===== src/rtl/alu_arbiter.sv =====
// alu_arbiter: two-requester round-robin arbiter and sequencer for the
// shared alu_8bit datapath.
//
// Ports:
//   clk, rst                     clock, synchronous active-high reset
//   reqN_valid/a/b/sel           requester N transaction (N = 0, 1)
//   reqN_ready                   requester N accepted this cycle (combinational)
//   alu_a, alu_b, alu_sel        registered operands/opcode to alu_8bit
//   alu_y                        combinational result from alu_8bit
//   rsp_valid/id/y, rsp_ready    tagged response channel with backpressure
//   busy                         high while in EXEC or RESP
module alu_arbiter (
  input  logic       clk,
  input  logic       rst,
  input  logic       req0_valid,
  input  logic [7:0] req0_a,
  input  logic [7:0] req0_b,
  input  logic [2:0] req0_sel,
  output logic       req0_ready,
  input  logic       req1_valid,
  input  logic [7:0] req1_a,
  input  logic [7:0] req1_b,
  input  logic [2:0] req1_sel,
  output logic       req1_ready,
  output logic [7:0] alu_a,
  output logic [7:0] alu_b,
  output logic [2:0] alu_sel,
  input  logic [7:0] alu_y,
  output logic       rsp_valid,
  output logic       rsp_id,
  output logic [7:0] rsp_y,
  input  logic       rsp_ready,
  output logic       busy
);

  typedef enum logic [1:0] {
    ST_IDLE = 2'd0,
    ST_EXEC = 2'd1,
    ST_RESP = 2'd2
  } state_t;

  state_t state;
  logic   last_id;
  logic   gnt_any;
  logic   gnt_id;

  // Arbitration: a lone requester wins; under contention the one not granted last wins.
  always_comb begin
    gnt_any = req0_valid | req1_valid;
    gnt_id  = (req0_valid && req1_valid) ? ~last_id : req1_valid;
  end

  // Ready only to the winner, only in IDLE, never during reset.
  always_comb begin
    req0_ready = 1'b0;
    req1_ready = 1'b0;
    if (!rst && state == ST_IDLE && gnt_any) begin
      req0_ready = ~gnt_id;
      req1_ready = gnt_id;
    end
  end

  // Sequencer FSM with all registered outputs.
  always_ff @(posedge clk) begin
    if (rst) begin
      state     <= ST_IDLE;
      last_id   <= 1'b1;
      rsp_valid <= 1'b0;
      rsp_id    <= 1'b0;
      rsp_y     <= 8'h00;
      alu_a     <= 8'h00;
      alu_b     <= 8'h00;
      alu_sel   <= 3'd0;
      busy      <= 1'b0;
    end else begin
      case (state)
        ST_IDLE: begin
          if (gnt_any) begin
            alu_a   <= gnt_id ? req1_a   : req0_a;
            alu_b   <= gnt_id ? req1_b   : req0_b;
            alu_sel <= gnt_id ? req1_sel : req0_sel;
            rsp_id  <= gnt_id;
            last_id <= gnt_id;
            busy    <= 1'b1;
            state   <= ST_EXEC;
          end
        end
        ST_EXEC: begin
          // ALU has had a full cycle on the registered operands.
          rsp_y     <= alu_y;
          rsp_valid <= 1'b1;
          state     <= ST_RESP;
        end
        ST_RESP: begin
          if (rsp_ready) begin
            rsp_valid <= 1'b0;
            busy      <= 1'b0;
            state     <= ST_IDLE;
          end
        end
        default: begin
          rsp_valid <= 1'b0;
          busy      <= 1'b0;
          state     <= ST_IDLE;
        end
      endcase
    end
  end

endmodule


===== config.mk =====
export PLATFORM = sky130hd
export DESIGN_NAME = alu_arbiter
export DESIGN_NICKNAME = d
export VERILOG_FILES = /design/src/rtl/alu_arbiter.sv
export SDC_FILE = /design/constraint.sdc
export NUM_CORES = 1
export LEC_CHECK = 0
export CAP_MARGIN = 40
export CORE_MARGIN = 5
export CORE_UTILIZATION = 39
export CTS_BUF_LIST = sky130_fd_sc_hd__clkbuf_4 sky130_fd_sc_hd__clkbuf_8
export CTS_CLUSTER_SIZE = 16
export DETAILED_ROUTE_END_ITERATION = 12
export GPL_ROUTABILITY_DRIVEN = 0
export MAX_ROUTING_LAYER = met4
export PLACE_DENSITY_LB_ADDON = 0.05
export RECOVER_POWER = 100
export SLEW_MARGIN = 5
export SYNTH_ARGS = -nofsm -noshare
export SYNTH_HDL_FRONTEND = slang
export SYNTH_SLANG_ARGS = --single-unit

===== constraint.sdc =====
create_clock -name clk -period 1.3 [get_ports clk]
set_input_delay 0.13 -clock clk [delete_from_list [all_inputs] [get_ports clk]]
set_output_delay 0.13 -clock clk [all_outputs]
set_load 0.02 [all_outputs]

# Yosys cells after proc, flatten, opt, wreduce, memory -nomap -nowiden
# Index checks and enable logic that the tools add are counted.
[classes]
eq_ne = 4
magnitude_cmp = 0
n_div = 0
n_addsub = 0
muxes = 13
n_bitwise = 5
n_shift = 0
n_reduce_logical = 9
n_mul = 0
[op_table]
columns = ["op", "count"]
rows = [
  ["8-bit 2-to-1 mux", 2],
  ["1-bit one-hot mux with 3 select lines", 2],
  ["2-bit one-hot mux with 3 select lines", 1],
  ["2-bit AND reduction", 3],
  ["1-bit 2-to-1 mux", 5],
  ["2-bit 2-to-1 mux", 2],
  ["2-bit inequality test, second input constant", 2],
  ["1-bit inverter", 4],
  ["1-bit logical AND", 3],
  ["3-bit 2-to-1 mux", 1],
  ["3-bit AND reduction", 1],
  ["2-bit by 1-bit equality test with 1-bit output, second input constant", 1],
  ["2-bit equality test, second input constant", 1],
  ["2-bit logical NOT", 1],
  ["1-bit logical NOT", 1],
  ["1-bit OR", 1],
]
[totals]
rom_bits = 0
wordCells = 40
regBits = 33
ram_bits = 0
latch_bits = 0
inputBits = 51
n_memories = 0

# Depth between registers and ports, before layout
# Gate-level depths: netlist of the first run.
[depth]
word_depth = 4
mapped_depth = 5
mapped_depth_nobuf = 3

# Worst setup path after synthesis of the first run
# No wires, ideal clock.
[synth_timing]
kind = "register to output"
startpoint = "register state[0]"
endpoint = "output req0_ready"
path_buffers = 1
path_stages_with_launch = 4
arrival_time_ns = 1.395
required_time_ns = 1.170
setup_slack_ns = -0.225
path_cell_list = "dfxtp_1 or2_1 buf_6 nor4_1"
[synth_via]
elab_chain_cells = 4
[synth_rtl]
columns = ["item", "line_no", "text"]
rows = [
  ["start: declaration", "42", "state_t state;"],
  ["start signal: assignment", "66", "state <= ST_IDLE;"],
  ["start signal: assignment", "85", "state <= ST_EXEC;"],
  ["start signal: assignment", "92", "state <= ST_RESP;"],
  ["2-bit logical NOT", "57", "if (!rst && state == ST_IDLE && gnt_any) begin"],
  ["1-bit logical AND (2 in a row)", "57", ""],
  ["1-bit 2-to-1 mux", "57", ""],
  ["end: declaration", "19", "output logic req0_ready,"],
]
# Every way passes these cells.

# Worst setup path in the final report of the first run
# Same ends and word-level chain as after synthesis.

==> results.py, run 1 <==
metrics = {
    "global_route": {
        "met2_usage": 0.296,
        "grt-busiest-layer": "met2",
        "grtUsageMet1": 0.201,
        "overflow": 0,
        "grt_pass1_wl_um": 7100,
        "met3_usage": 0.0659,
        "antenna_found_initial": 0,
        "grt_max_degree": 25,
        "grt_pass1_vias": 1512,
        "grt.total_usage": 0.177,
    },
    "timing": {
        "hold_violations": 0,
        "relSlewSlack": 0.806,
        "setup_tns_ps": -26.2,
        "period_needed_ps": 1320,
        "setup_viol": 2,
        "fmax_ghz": 0.756,
        "maxSlewViolCount": 0,
        "min_period_over_period": 1.02,
        "worst_pin_slew_ps": 290,
        "worst_slack_ps": -23.0,
        "finalClockSkew_ps": 7.37,
        "rsz0062_at_grt": "yes",
    },
    "clock_tree": {
        "post_cts_buffers": 0,
        "clk_path_buf_depth": 2,
        "htreeDepth": 2,
        "clock-sinks": 33,
        "root_buffer": "clkbuf_8",
        "path_clk_slew_ps": 70,
        "cts_buffers": 5,
        "ctsHoldBuffers": 0,
        "clock_latency_ps": 290,
        "cts_tree": "done",
    },
    "routing": {
        "drc_errors": 0,
        "drtIter0Drc": 82,
        "wl_per_cell_um": 14.5,
        "ant_nets": 0,
        "viasPerCell": 5.08,
        "vias": 1594,
        "drt-total-wl_um": 4550,
        "dr.pass1.iters": 4,
    },
    "yosys": {
        "synthTopCellsByArea": "dfxtp_1, nand2_1, a21oi_1",
        "synth_top_area_cell": "dfxtp_1",
        "synthCells": 175,
        "yosysMostFrequentCell": "nand2_1",
        "synth_async_sr_flop_share": 0,
        "synthesis.nets": 226,
        "yosysTopAreaCellShare": 0.444,
        "synthFlopType": "dfxtp_1",
        "syn_avg_cell_area_sq_um": 8.51,
        "yosys_warnings": 0,
        "netlist_top_cells_count": "nand2_1, dfxtp_1, a21oi_1, a311oi_2, a311oi_1",
        "synthesis.area_sq_um": 1490,
        "synth_edf_count": 0,
        "synth.yosys.seq_area_share": 0.444,
        "synth-seq-cells": 33,
        "synth_cell_types": 27,
    },
    "die": {
        "num_rows": 22,
        "initial_core_util": 0.404,
        "io_pins": 83,
        "dieHeight_um": 71.8,
        "die_w_um": 71.8,
        "dieArea_sq_um": 5150,
        "coreArea_sq_um": 3690,
    },
    "final_layout": {
        "insertedDiodeCount": 0,
        "utilization": 0.699,
        "drive_gt1_frac": 0.177,
        "synthToLayoutAreaGrowth_pct": 73.2,
        "final_nets": 316,
        "fillers": 306,
    },
    "hold_path": {
        "hp-start": "alu_y[5]",
        "hold_depth": 3,
        "min_path_type": "in2reg",
        "hold_end": "rsp_y[5]$_SDFFE_PP0P_",
    },
    "placed_design": {
        "hpwl_um": 3420,
        "port_buffers": 82,
    },
    "worst_setup_path": {
        "r2r_slack_ps": 40,
        "end_kind": "primary output",
        "critical_path.cell_chain": "or2_4 > nor4_4 > buf_4",
        "rr_endpoint": "alu_b[3]$_SDFFE_PP0P_",
        "reg2reg_depth": 5,
        "crit_fanout": 3,
        "startpoint_type": "flip-flop",
        "worstPathRequired_ps": 1170,
        "path_class": "reg2out",
        "slowest_delay_ps": 320,
        "slowest_stage": "dfxtp_2",
        "timing.rr.start": "state[0]$_SDFFE_PP0P_",
        "critPathArrivalTime_ps": 1190,
    },
    "flow_run": {
        "max_cap_violations": 0,
    },
    "run_status": {
        "status": "finished with violations",
        "violations": "negative setup slack",
    },
    "power": {
        "p_per_area_nw_per_um2": 1260,
        "power.total_mw": 3.26,
        "p_leak_nw": 1.11,
        "ir_worst_vdd_uv": 1030,
    },
}
[flip-flops by register name, indices dropped and copies added (netlist names)]
name / flops
alu_a: 8
alu_b: 8
alu_sel: 3
busy: 1
last_id: 1
rsp_id: 1
rsp_valid: 1
rsp_y: 8
state: 2
[layout by cell type (no fill, tap or decap)]
cell,n
a311oi_2,10
or2_4,1
a21boi_2,1
bufinv_16,2
nor2_8,1
a21bo_4,1
nor4_4,1
nand2_1,55
a311oi_1,9
buf_6,3
dfxtp_2,2
inv_1,1
and3_1,1
dfxtp_1,31
clkbuf_8,5
nand2b_1,1
buf_4,13
nor2_2,2
nor2b_1,1
a22oi_1,1
or2_1,1
buf_12,3
dlygate4sd2_1,32
clkdlybuf4s50_1,48
nor3_4,1
o21ai_1,2
o211a_1,1
nor2_1,3
o21ai_0,1
nor3_1,1
clkinv_2,1
a21oi_1,30
[where the power goes]
part           switching, mW  internal, mW
logic                  0.478         0.460
clock network          0.384         0.762
registers             0.0535          1.12
[stage by stage]
| step | instance area (sq um) | std cells | setup WS, ps | hold slack [ps] |
|---|---|---|---|---|
| floorplan | 1500 | 175 | 0.151 | 266 |
| global placement | 2450 | 306 | -526 | 440 |
| detailed placement | 2450 | 306 | -558 | 454 |
| CTS | 2540 | 314 | -33.0 | 386 |
| global route | 2580 | 314 | -61.6 | 391 |
| finish | 2580 | 314 | -23.0 | 387 |
[how the worst max path moves through the flow]
stage | startpoint | to | slack, ps | depth (start not counted)
3_5_place_dp | req1_valid | req1_ready | -560 | 4
2_1_floorplan | state[0]$_SDFFE_PP0P_ | req1_ready | 0.2 | 3
4_1_cts | state[0]$_SDFFE_PP0P_ | req0_ready | -30 | 3
5_1_grt | state[0]$_SDFFE_PP0P_ | req0_ready | -60 | 3
3_3_place_gp | req1_valid | req1_ready | -530 | 4
6_report | state[0]$_SDFFE_PP0P_ | req0_ready | -20 | 3
[routing by layer]
| layer | share of wire | wire length, um |
|---|---|---|
| met1 | 0.41 | 1870 |
| met2 | 0.51 | 2330 |
| met3 | 0.072 | 326 |
| met4 | 0.0055 | 25 |
| met5 | 0 | 0 |
[cells by family after synthesis]
kind of cell           after synthesis  synth area share
buffers and inverters               17            0.0655
DFF                                 33             0.444
and+or+nand+nor                     69             0.200
AOI/OAI and AO/OA                   56             0.291
[critical path, delay by kind of cell, from the launching register on]
family / cells / cell delay (ps)
DFF: 1 / 320
buffers and inverters: 1 / 180
and+or+nand+nor: 2 / 400
[what timing repair did]
item | in CTS | in global routing
endpoints found under the hold margin | 0 | 0
resized for setup | 46 | 9
endpoints found under the setup margin | 35 | 12
pin swaps | 1 | 0
[cell type report]
cell class              count  area (sq um)  area share
inverters                   1          3.75     0.00146
multi-input cells         125           766       0.297
well taps                  48          60.1      0.0233
repair buffers             99           952       0.369
clock buffers               5          68.8      0.0267
clock inverters             3          65.1      0.0252
flip-flops and latches     33           663       0.257
Note: power is estimated with default switching activity, not from simulation.
==> run 2, diff against run 1 <==
==> constraint.sdc (replaced) <==
create_clock -name clk -period 1.45 [get_ports clk]
set_input_delay 0.145 -clock clk [delete_from_list [all_inputs] [get_ports clk]]
set_output_delay 0.145 -clock clk [all_outputs]
set_load 0.02 [all_outputs]
==> run 2 against run 1 <==
  * The flow now finishes without violations
  * Combinational power is 7.4% lower
  * Critical path depth is 2 lower
  * Clock skew is 2.0 ps higher
  * Register-to-register slack better by 110 ps
  * Largest power group unchanged
  * Total power is 13% lower
  * Setup slack better by 75 ps
  * Core utilization is 0.88 points lower
==> results.py, run 2 (synthesis results as in run 1) <==
metrics = {
    "worst_setup_path": {
        "slowest_delay_ps": 610,
        "critPathTopFamily": "buffers and inverters",
        "timing.rr.start": "last_id$_SDFFE_PP1P_",
        "crit_fanout": 2,
        "critPathArrivalTime_ps": 1250,
        "worstPathRequired_ps": 1310,
        "critPathLaunch": "alu_a[5]$_SDFFE_PP0P_",
        "critical_path.cell_chain": "clkdlybuf4s50_1",
        "path_class": "reg2out",
        "startpoint_type": "flip-flop",
        "end_kind": "primary output",
        "path_buf_inv": 1,
        "slowest_stage": "clkdlybuf4s50_1",
    },
    "clock_tree": {
        "cts_buffers": 5,
        "ctsHoldBuffers": 0,
        "clock_latency_ps": 290,
        "clk_path_buf_depth": 2,
        "htreeDepth": 2,
        "clock-sinks": 33,
        "post_cts_buffers": 0,
        "cts_tree": "done",
        "path_clk_slew_ps": 70,
        "root_buffer": "clkbuf_8",
    },
    "routing": {
        "drc_errors": 0,
        "ant_nets": 0,
        "drt-total-wl_um": 4540,
        "wl_per_cell_um": 14.5,
        "drtIter0Drc": 59,
        "viasPerCell": 5.10,
        "vias": 1600,
        "dr.pass1.iters": 4,
    },
    "timing": {
        "finalClockSkew_ps": 9.32,
        "period_needed_ps": 1400,
        "hold_violations": 0,
        "relSlewSlack": 0.642,
        "min_period_over_period": 0.964,
        "setup_tns_ps": 0,
        "worst_pin_slew_ps": 536,
        "fmax_ghz": 0.716,
        "setup_viol": 0,
        "maxSlewViolCount": 0,
    },
    "final_layout": {
        "multiInputGateArea_sq_um": 723,
        "drive_gt1_frac": 0.150,
        "largestRegisters": "alu_a (8), alu_b (8), rsp_y (8)",
        "insertedDiodeCount": 0,
        "seq_area_sq_um": 661,
        "synthToLayoutAreaGrowth_pct": 71.0,
        "final_nets": 316,
        "final_cell_mix": "clkdlybuf4s50_1, nand2_1, dfxtp_1",
        "final_common_cell": "clkdlybuf4s50_1",
        "fillers": 311,
    },
    "global_route": {
        "grt_pass1_vias": 1595,
        "antenna_found_initial": 0,
        "grt_max_degree": 25,
        "grt_pass1_wl_um": 7160,
        "overflow": 0,
        "grt.total_usage": 0.181,
    },
    "power": {
        "p_comb_frac": 0.308,
        "p_clk_frac": 0.318,
        "p_switching_mw": 0.802,
        "p_sw_frac": 0.284,
        "p_per_area_nw_per_um2": 1110,
        "power.total_mw": 2.82,
        "ir_worst_vdd_uv": 703,
        "power.internal_mw": 2.02,
        "seq_power_share": 0.374,
        "p_leak_nw": 0.988,
    },
    "die": {
        "die_w_um": 71.8,
        "io_pins": 83,
        "num_rows": 22,
        "initial_core_util": 0.404,
        "dieArea_sq_um": 5150,
        "dieHeight_um": 71.8,
        "coreArea_sq_um": 3690,
    },
    "placed_design": {
        "hpwl_um": 3440,
        "port_buffers": 82,
    },
    "hold_path": {
        "hp-start": "req0_valid",
        "min_path_type": "in2reg",
    },
    "flow_run": {
        "max_cap_violations": 0,
    },
    "run_status": {
        "status": "finished, final reports clean",
    },
}
-- run 2: changes by cell type in the layout (fill, tap and decap cells not counted), moves of 2 or more --
cell / delta
clkdlybuf4s50_1: +30
dfxtp_2: -2
a311oi_1: +3
dfxtp_1: +2
a311oi_2: -3
buf_6: -3
dlygate4sd2_1: -32
-- run 2: cell type report --
| class | instances | area share |
|---|---|---|
| tap | 48 | 0.0236 |
| clock buffer | 6 | 0.0324 |
| inverter | 1 | 0.00147 |
| timing repair buffer | 99 | 0.384 |
| clock inverter | 2 | 0.0147 |
| sequential | 33 | 0.259 |
| multi-input combinational | 125 | 0.284 |
-- run 2: repair_timing --
item / CTS / global route
pin swaps: 0 / 1
resized for setup: 10 / 3
setup endpoints to repair: 2 / 2
-- run 2: worst paths after layout --
| check | to | slack, ps | depth (start not counted) |
|---|---|---|---|
| setup / recovery | alu_a[5] | 50 | 1 |
| hold / removal | last_id$_SDFFE_PP1P_ | 340 | 3 |
| setup reg to reg | alu_b[3]$_SDFFE_PP0P_ | 150 | 4 |
| hold reg to reg | rsp_y[5]$_SDFFE_PP0P_ | 450 | 2 |
-- run 2: stage by stage --
stage / util / hold slack, ps / instance area (sq um) / worst slack (ps) / instances
2_1_floorplan: - / 281 / 1500 / 135 / 175
3_3_place_gp: 0.664 / 440 / 2450 / -406 / 306
3_5_place_dp: 0.664 / 445 / 2450 / -446 / 306
4_1_cts: 0.693 / 403 / 2560 / 2.35 / 314
5_1_grt: 0.690 / 390 / 2550 / -0.598 / 314
6_report: 0.690 / 344 / 2550 / 52.4 / 314
-- run 2: power groups by stage --
stage | registers (mW) | clock network [mW] | logic [mW]
6_report | 1.06 | 0.896 | 0.869
5_1_grt | 1.07 | 0.957 | 0.936
4_1_cts | 1.05 | 0.913 | 0.888
3_5_place_dp | 1.07 | 0 | 0.890
3_3_place_gp | 1.07 | 0 | 0.870
2_1_floorplan | 1.18 | 0 | 0.336
-- run 2: routing by layer --
layer	part of all wire	GRT usage	vias to the layer above
met1	0.41	0.194	740
met4	0.010	0.0752	0
met2	0.51	0.305	60
met5	0	-	-
li1	-	-	794
met3	0.078	0.0617	6
